File: config.mk
export PLATFORM = sky130hd
export DESIGN_NAME = if_id_fetch_buffer
export DESIGN_NICKNAME = d
export VERILOG_FILES = /design/src/rtl/rv32_pkg.sv /design/src/rtl/if_id_fetch_buffer.sv
export SDC_FILE = /design/constraint.sdc
export NUM_CORES = 1
export LEC_CHECK = 0
export CAP_MARGIN = 15
export CORE_MARGIN = 2
export CORE_UTILIZATION = 44
export DETAILED_ROUTE_END_ITERATION = 12
export PLACE_DENSITY_LB_ADDON = 0.12
export SYNTH_ARGS = -nofsm -noshare
export SYNTH_HDL_FRONTEND = slang
export SYNTH_SLANG_ARGS = --single-unit
File: constraint.sdc
create_clock -name clk -period 4.7 [get_ports clk]
set_input_delay 0.94 -clock clk [delete_from_list [all_inputs] [get_ports clk]]
set_output_delay 0.94 -clock clk [all_outputs]
set_load 0.02 [all_outputs]
File: src/rtl/rv32_pkg.sv
// Shared RV32 pipeline types and constants used between fetch and decode.
package rv32_pkg;

    localparam int XLEN = 32;
    localparam logic [XLEN-1:0] NOP_INSTR = 32'h00000013;

    typedef struct packed {
        logic [XLEN-1:0] instr;
        logic [XLEN-1:0] pc_plus_4;
    } fetch_entry_t;

endpackage

File: src/rtl/if_id_fetch_buffer.sv
// IF/ID decoupling FIFO: first-word-fall-through buffer of {instr, PC+4} pairs
// with fetch backpressure, decode stall and branch flush.
module if_id_fetch_buffer #(
    parameter int          DEPTH     = 2,
    parameter logic [31:0] NOP_INSTR = rv32_pkg::NOP_INSTR
) (
    input  logic                     clk,
    input  logic                     rst_n,
    input  logic                     if_valid_i,
    input  logic [31:0]              if_instr_i,
    input  logic [31:0]              if_pc_plus_4_i,
    output logic                     if_ready_o,
    input  logic                     flush_i,
    input  logic                     id_stall_i,
    output logic                     id_valid_o,
    output logic [31:0]              id_instr_o,
    output logic [31:0]              id_pc_plus_4_o,
    output logic [31:0]              id_pc_o,
    output logic [$clog2(DEPTH):0]   count_o
);
    import rv32_pkg::*;

    localparam int PW = $clog2(DEPTH);
    localparam int CW = PW + 1;
    localparam logic [CW-1:0] FULL_CNT = CW'(DEPTH);

    fetch_entry_t  mem_q [DEPTH];
    fetch_entry_t  mem_d [DEPTH];
    logic [PW-1:0] wr_ptr_q, wr_ptr_d;
    logic [PW-1:0] rd_ptr_q, rd_ptr_d;
    logic [CW-1:0] count_q, count_d;

    logic         full, push, pop;
    fetch_entry_t head;

    assign full       = (count_q == FULL_CNT);
    assign if_ready_o = !full;
    assign id_valid_o = (count_q != '0);
    assign push       = if_valid_i & if_ready_o & !flush_i;
    assign pop        = id_valid_o & !id_stall_i & !flush_i;
    assign head       = mem_q[rd_ptr_q];

    assign id_instr_o     = id_valid_o ? head.instr : NOP_INSTR;
    assign id_pc_plus_4_o = id_valid_o ? head.pc_plus_4 : '0;
    assign id_pc_o        = id_valid_o ? (head.pc_plus_4 - 32'd4) : '0;
    assign count_o        = count_q;

    always_comb begin
        mem_d    = mem_q;
        wr_ptr_d = wr_ptr_q;
        rd_ptr_d = rd_ptr_q;
        count_d  = count_q;
        if (flush_i) begin
            wr_ptr_d = '0;
            rd_ptr_d = '0;
            count_d  = '0;
        end else begin
            if (push) begin
                mem_d[wr_ptr_q] = '{instr: if_instr_i, pc_plus_4: if_pc_plus_4_i};
                wr_ptr_d        = wr_ptr_q + 1'b1;
            end
            if (pop)
                rd_ptr_d = rd_ptr_q + 1'b1;
            // push is gated by !full and pop by non-empty, so count cannot overrun
            case ({push, pop})
                2'b10:   count_d = count_q + 1'b1;
                2'b01:   count_d = count_q - 1'b1;
                default: count_d = count_q;
            endcase
        end
    end

    always_ff @(posedge clk) begin
        if (!rst_n) begin
            wr_ptr_q <= '0;
            rd_ptr_q <= '0;
            count_q  <= '0;
        end else begin
            wr_ptr_q <= wr_ptr_d;
            rd_ptr_q <= rd_ptr_d;
            count_q  <= count_d;
        end
    end

    // storage needs no reset: nothing reads it while count is zero
    always_ff @(posedge clk) begin
        mem_q <= mem_d;
    end

endmodule

# --- Yosys cells after proc, flatten, opt, wreduce, memory -nomap -nowiden ---
# Cells that the tools add are included.
classes:
  add_sub_neg: 5
  mul: 0
  n_div: 0
  n_lt_le_gt_ge: 3
  eq_ne: 3
  shift: 0
  n_mux: 10
  bitwise_logic: 8
  reduce_logical: 8
ops:
  columns: ["operator", "count"]
  rows:
  - ["$mux W64", 4]
  - ["$bwmux W128", 1]
  - ["$mux W32", 3]
  - ["$demux W64 S1", 1]
  - ["$sub A32 B3 Y32 const B", 1]
  - ["$and A1 B1 Y1", 4]
  - ["$eq A2 B2 Y1 const B", 2]
  - ["$ge A2 B2 Y1 const B", 2]
  - ["$not A1 Y2", 2]
  - ["$pmux W2 S2", 1]
  - ["$reduce_bool A2 Y1", 2]
  - ["$logic_not A1 Y1", 3]
  - ["$add A1 B1 Y1 const B", 2]
  - ["$add A2 B1 Y2 const B", 1]
  - ["$eq A2 B1 Y1 const B", 1]
  - ["$lt A2 B1 Y1 const B", 1]
  - ["$not A1 Y1", 2]
  - ["$reduce_and A2 Y1", 1]
  - ["$reduce_or A2 Y1", 1]
  - ["$sub A2 B1 Y2 const B", 1]
  - ["$logic_and A1 B1 Y1", 1]
totals:
  register_bits: 132
  latchBits: 0
  mem_bits_rw: 0
  mem_bits_ro: 0
  out_inout_bits: 100
  word_cells: 44
  memories: 0

# --- Longest topological paths before layout ---
# Gate-level depths: netlist of the first run.
depth:
  depth_word: 6
  mapped_depth: 13
  ltp_nobuf: 7

# --- Least setup slack after synthesis of the first run ---
# No wires, ideal clock.
synth_path:
  kind: "reg2out"
  start: "register rd_ptr_q"
  end: "output port id_pc_o[28]"
  arrival_time_ps: 3964
  required_time_ps: 3760
  slack_ps: -204
  stages_incl_launch_ff: 14
  path_buffers: 6
  cell_sequence: "dfxtp_1 buf_6 clkbuf_1 buf_1 buf_2 buf_2 mux2i_1 ha_1 nor4bb_1 nor2_1 or4b_1 clkbuf_1 o31a_1 nor3_1"
synth_between:
  elab_chain_cells: 6
synth_rtl:
  columns: ["element", "line", "source"]
  rows:
  - ["start, declared", "if_id_fetch_buffer.sv:30", "logic [PW-1:0] rd_ptr_q, rd_ptr_d;"]
  - ["start signal, assigned", "if_id_fetch_buffer.sv:80", "rd_ptr_q <= rd_ptr_d;"]
  - ["$not A1 Y2 (implied by the code)", "if_id_fetch_buffer.sv:41", "assign head = mem_q[rd_ptr_q];"]
  - ["$mux W64 (implied by the code) (3 in series)", "if_id_fetch_buffer.sv:41", null]
  - ["$sub A32 B3 Y32", "if_id_fetch_buffer.sv:45", "assign id_pc_o = id_valid_o ? (head.pc_plus_4 - 32'd4) : '0;"]
  - ["$mux W32", "if_id_fetch_buffer.sv:45", null]
  - ["end, declared", "if_id_fetch_buffer.sv:18", "output logic [31:0] id_pc_o,"]
# No other way between the ends. The select of a mux whose other input is x is not followed.

# --- Final worst setup path of the first run ---
layout_path:
  start: "register rd_ptr_q"
  end: "output port id_pc_o[31]"
# Same word-level chain as after synthesis.

==> flow_metrics.tcl, run 1 <==
set metrics [dict create \
    reg2reg_to "count_o[1]" \
    seq_area_frac_synth_pct 64.4 \
    die_h_um 122 \
    crit_chain "buf_4 -> or4_4 -> a222oi_1 -> buf_4 -> nand4_4 -> nor4_4 -> mux2_2 -> clkdlybuf4s50_1" \
    drv_cap 0 \
    critPathKind "reg2out" \
    gp_congestion 0.831 \
    gr-usage-all-layers_pct 19.3 \
    grt_max_degree 84 \
    cp-start-kind "flop" \
    final_cells 818 \
    initial_core_util_pct 45.4 \
    cts_tree "done" \
    wire_per_inst_um 17.2 \
    post-synth-top-count-cell "edfxtp_1" \
    synth_area_um2 6090 \
    met2_usage_pct 31.5 \
    power_w 0.00295 \
    clk_path_buf_depth 2 \
    synth_area_leader_cell "edfxtp_1" \
    hpwl_um 9550 \
    met3_usage_pct 5.71 \
    regArea_um2 3930 \
    worst_slew_margin_rel_pct 41.8 \
    fin_crit_sh_pct 97.1 \
    yosys-top-cells-count "128 x edfxtp_1, 88 x nor2_1, 64 x mux2i_1" \
    cp.arrival_ps 3620 \
    vias 4301 \
    die-area_um2 14800 \
    max_stage_delay_ps 540 \
    grt_setup_unrepaired "no" \
    grt_pass1_wl_um 21500 \
    gr-max-usage-layer "met2" \
    place_inst 785 \
    crit_top_cell "buf_4" \
    numCtsBuffers 17 \
    clk_latency_ps 410 \
    ys_ff_latch 132 \
    multiInputGateArea_um2 2120 \
    synthTopCellsByArea "edfxtp_1 63%, mux2i_1 11%, nor2_1 5.4%" \
    synth_top_cell_area_share_pct 63.1 \
    layout_min_cycle_time_ps 4560 \
    port_buffers 168 \
    clockRootBuffer "clkbuf_16" \
    fp.coreArea_um2 13400 \
    worstHoldStart "count_o[1]" \
    cp_max_fo 13 \
    ff2ff_path_depth 6 \
    min-delay-path-class "reg2reg" \
    syn_nets 531 \
    cp-end-kind "output pin" \
    r2r-start "count_o[1]" \
    async_flop_share_pct 0 \
    htree_levels 4 \
    ctsHoldBuffers 0 \
    cp_slowest_cell "or4_4" \
    ioPinCount 169 \
    grt_pass1_vias 4264 \
    setup_tns_ps 0 \
    max_freq_mhz 219 \
    syn_to_final_growth_pct 43.1 \
    drv_slew 0 \
    vdd_drop_max_mv 0.264 \
    clock_sinks 132 \
    final_layout_size_suffix_gt1_share_pct 10.6 \
    cts.clk_slew.worst_paths_ps 50 \
    die_w_um 122 \
    fin_skew_ps 6.50 \
    antennaDiodeCount 0 \
    grt_antenna_before_repair 0 \
    worstMarginPinSlew_ps 872 \
    first_pass_iters 5 \
    num-fill-cells 1054 \
    final_nets 701 \
    post-route-util_pct 65.0 \
    yosys_warnings 0 \
    hold_viol_final 0 \
    wl_um 14100 \
    drtIter0Drc 286 \
    dominantRegCellSynth "edfxtp_1" \
    crit_end "id_pc_o[31]" \
    row_count 42 \
    synth_edf_count 128 \
    reg2reg_slack_ps 2410 \
    final_antenna_net_count 0 \
    power.density_nw_per_um2 338 \
    drt_drc_violations_left 0 \
    design_area_um2 8710 \
    p_leak_nw 2.75 \
    cp.required_ps 3760 \
    status "finished clean" \
    report.final.setup_viol 0 \
    netlist_instances 460 \
    crit_start "rd_ptr_q" \
    synth_cell_type_count 44 \
    grt_overflow 0 \
    grt_use_met1_pct 23.9 \
    viasPerCell 5.26 \
    postPlaceCellArea_um2 8000 \
    syn_avg_cell_area_um2 13.2 \
]
==> final cells by class <==
| type | count | area share (%) |
|---|---|---|
| Clock buffer | 18 | 4.93 |
| Clock inverter | 13 | 2.13 |
| Inverter | 3 | 0.129 |
| Multi-Input combinational cell | 299 | 24.3 |
| Sequential cell | 132 | 45.1 |
| Tap cell | 176 | 2.53 |
| Timing Repair Buffer | 177 | 20.9 |
==> where the power goes <==
group | internal (W) | leakage, nW | switching, W
Combinational | 0.000127 | 1.26 | 0.000126
Sequential | 0.00133 | 1.21 | 0.0000142
Clock | 0.000882 | 0.284 | 0.000468
==> state kept, by name, summed over array words and instances, names as in the netlist <==
signal	count
mem_q	128
count_o	2
wr_ptr_q	1
rd_ptr_q	1
==> repair_timing <==
item                       in CTS  in global routing
buffers inserted                0                  1
cloned                          1                  0
resized for setup               4                  5
setup endpoints to repair       4                  7
==> critical path, delay by kind of cell (launching register included) <==
family	cells	cell delay, ps
flops	1	410
buf+inv	3	960
compound gates	1	340
mux	1	360
simple gates	3	1140
==> cells in the final DEF, fill, tap and decap left out, types with 3 or more instances in the layout <==
cell type / Yosys / routed
clkdlybuf4s50_1: 0 / 168
edfxtp_1: 128 / 128
nor2_1: 88 / 85
mux2i_1: 64 / 64
clkbuf_16: 0 / 17
nor3_1: 18 / 14
nand2_1: 11 / 11
and2_1: 9 / 9
xor2_1: 9 / 9
xnor2_1: 9 / 9
nand2b_1: 7 / 7
or3_1: 7 / 7
o32ai_1: 6 / 6
nor4_1: 8 / 6
nor3b_1: 6 / 6
or3b_2: 6 / 6
o21ai_0: 5 / 5
a21oi_1: 5 / 5
clkinvlp_4: 0 / 5
buf_4: 2 / 5
nor3_2: 0 / 4
mux2_2: 4 / 4
bufinv_16: 0 / 4
nor2_4: 0 / 3
inv_1: 3 / 3
nand3_1: 3 / 3
o22ai_1: 3 / 3
o31a_1: 3 / 3
o21a_1: 3 / 3
dfxtp_1: 4 / 3
==> per-stage QoR <==
stage | hold slack (ps) | worst slack [ps]
global placement | 536 | 488
detailed placement | 561 | 368
floorplan | 521 | -47.7
finish | 572 | 138
global route | 589 | 17.3
CTS | 569 | 7.34
==> kinds of logic after synthesis <==
group                      share of synthesized area [%]
DFF                                                 64.4
AOI/OAI and AO/OA                                   3.99
buffers and inverters                               2.30
muxes                                               11.6
adders and majority gates                          0.411
xor gates and xnor gates                            2.59
and+or+nand+nor                                     14.6
==> metal layers <==
metal,share of wire [%],vias up
li1,-,2053
met1,42,2087
met2,49,155
met3,7.8,6
met4,0.60,0
met5,0,-
==> how the worst min path moves through the flow <==
stage	end	depth (start not counted)	slack, ps
3_5_place_dp	count_o[1]	2	560
2_1_floorplan	wr_ptr_q	3	520
5_1_grt	count_o[1]	2	590
3_3_place_gp	count_o[1]	2	540
4_1_cts	count_o[1]	2	570
6_report	count_o[1]	2	570
Power figures use the tool's default switching activity.
==> run 2, diff against run 1 <==
--- a/config.mk
+++ b/config.mk
@@ -8,8 +8,10 @@
 export CAP_MARGIN = 15
 export CORE_MARGIN = 2
 export CORE_UTILIZATION = 44
+export CTS_CLUSTER_SIZE = 10
 export DETAILED_ROUTE_END_ITERATION = 12
 export PLACE_DENSITY_LB_ADDON = 0.12
+export REMOVE_ABC_BUFFERS = 1
 export SYNTH_ARGS = -nofsm -noshare
 export SYNTH_HDL_FRONTEND = slang
 export SYNTH_SLANG_ARGS = --single-unit
==> flow_metrics.tcl, run 2 (synthesis gave the netlist of run 1 again) <==
set metrics [dict create \
    status "finished clean" \
    power.density_nw_per_um2 356 \
    clock_sinks 132 \
    clk_latency_ps 410 \
    port_buffers 168 \
    fin_skew_ps 8.07 \
    regArea_um2 3930 \
    cp_num_buf_inv 1 \
    cp-end-kind "output pin" \
    die_w_um 122 \
    cp.arrival_ps 3600 \
    cp.required_ps 3760 \
    final_nets 701 \
    first_pass_iters 5 \
    drv_slew 0 \
    cp_max_fo 23 \
    crit_family "simple AND/OR/NAND/NOR gates" \
    hpwl_um 9920 \
    multiInputGateArea_um2 2090 \
    critPathKind "reg2out" \
    grt_antenna_before_repair 1 \
    drt_drc_violations_left 0 \
    row_count 42 \
    worst_slew_margin_rel_pct 57.6 \
    fp.coreArea_um2 13400 \
    ctsHoldBuffers 0 \
    numCtsBuffers 17 \
    clk_path_buf_depth 2 \
    max_freq_mhz 220 \
    grt_overflow 0 \
    worstMarginPinSlew_ps 632 \
    final_cell_mix "166 x clkdlybuf4s50_1, 128 x edfxtp_1, 85 x nor2_1, 63 x mux2i_1, 18 x nor3_1" \
    min-delay-path-class "reg2reg" \
    crit_chain "mux2i_1 -> ha_1 -> nor4bb_2 -> nor2_1 -> or4b_4 -> o21a_1 -> nor3_1 -> clkdlybuf4s50_1" \
    fin_crit_sh_pct 96.6 \
    layout_min_cycle_time_ps 4540 \
    die-area_um2 14800 \
    die_h_um 122 \
    vias 4311 \
    largest_register_ffs 128 \
    hold_viol_final 0 \
    gr-usage-all-layers_pct 19.8 \
    cp-start-kind "flop" \
    cts_tree "done" \
    cp_slowest_cell "clkdlybuf4s50_1" \
    worst_slack_ps 159 \
    syn_to_final_growth_pct 42.8 \
    power_w 0.00310 \
    post_cts_buffers 0 \
    htree_levels 4 \
    clockRootBuffer "clkbuf_16" \
    cts.clk_slew.worst_paths_ps 60 \
    final_layout_size_suffix_gt1_share_pct 10.1 \
    wl_um 14300 \
    grt_max_degree 84 \
    max_stage_delay_ps 650 \
    report.final.setup_viol 0 \
    final_antenna_net_count 0 \
    viasPerCell 5.26 \
    wire_per_inst_um 17.5 \
    dp_slack_ps 304 \
    cts_resized 3 \
    grt_pass1_wl_um 22300 \
    initial_core_util_pct 45.4 \
    gp_congestion 0.885 \
    grt_pass1_vias 4301 \
    p_leak_nw 2.80 \
    num-fill-cells 1012 \
    drtIter0Drc 323 \
    layout_commonest_cell "clkdlybuf4s50_1" \
    vdd_drop_max_mv 0.211 \
    drv_cap 0 \
    antennaDiodeCount 0 \
    regMostFlops "mem_q" \
    ioPinCount 169 \
]
-- run 2: through the flow --
step / std cells / TNS, ps / hold WS, ps / cell area (um2) / util, %
2_1_floorplan: 434 / -35570 / 521 / 5960 / -
3_3_place_gp: 787 / 0 / 544 / 7970 / 59.5
3_5_place_dp: 787 / 0 / 568 / 7970 / 59.5
4_1_cts: 819 / 0 / 579 / 8660 / 64.6
5_1_grt: 819 / -27.8 / 590 / 8690 / 64.9
6_report: 819 / 0 / 573 / 8690 / 64.9
-- run 2: worst reg2reg max path, delay by kind of cell, from the launching register on --
family | cells | cell delay (ps)
flops | 1 | 460
simple gates | 3 | 840
buf+inv | 1 | 470
-- run 2: final cells by class --
| type | instances | share of cell area [%] |
|---|---|---|
| clock buffer | 17 | 4.89 |
| clock inverter | 15 | 2.86 |
| inverter | 3 | 0.130 |
| multi-input combinational | 299 | 24.0 |
| sequential | 132 | 45.2 |
| tap | 176 | 2.53 |
| timing repair buffer | 177 | 20.4 |
-- run 2: metal layers --
metal	part of all wire [%]	track usage (%)	up-vias	wire, um
li1	-	-	2070	-
met1	42	24.5	2078	6040
met2	50	33.2	150	7130
met3	7.1	6.09	13	1020
met4	1.1	6.97	0	155
met5	0	0	-	0
-- run 2: worst paths after layout --
check                  start     endpoint  slack [ps]  cells after the start
setup / recovery    rd_ptr_q  id_pc_o[22]         160                      8
hold / removal    count_o[1]   count_o[1]         570                      2
hold reg to reg   count_o[1]   count_o[1]         570                      2
setup reg to reg  count_o[0]    mem_q[93]        2540                      4
-- run 2: report_power, final --
part	internal, W	switching, W	leakage (nW)
clock	0.00100	0.000500	0.327
sequential	0.00133	0.0000146	1.21
combinational	0.000126	0.000127	1.27
total	0.00246	0.000642	2.80
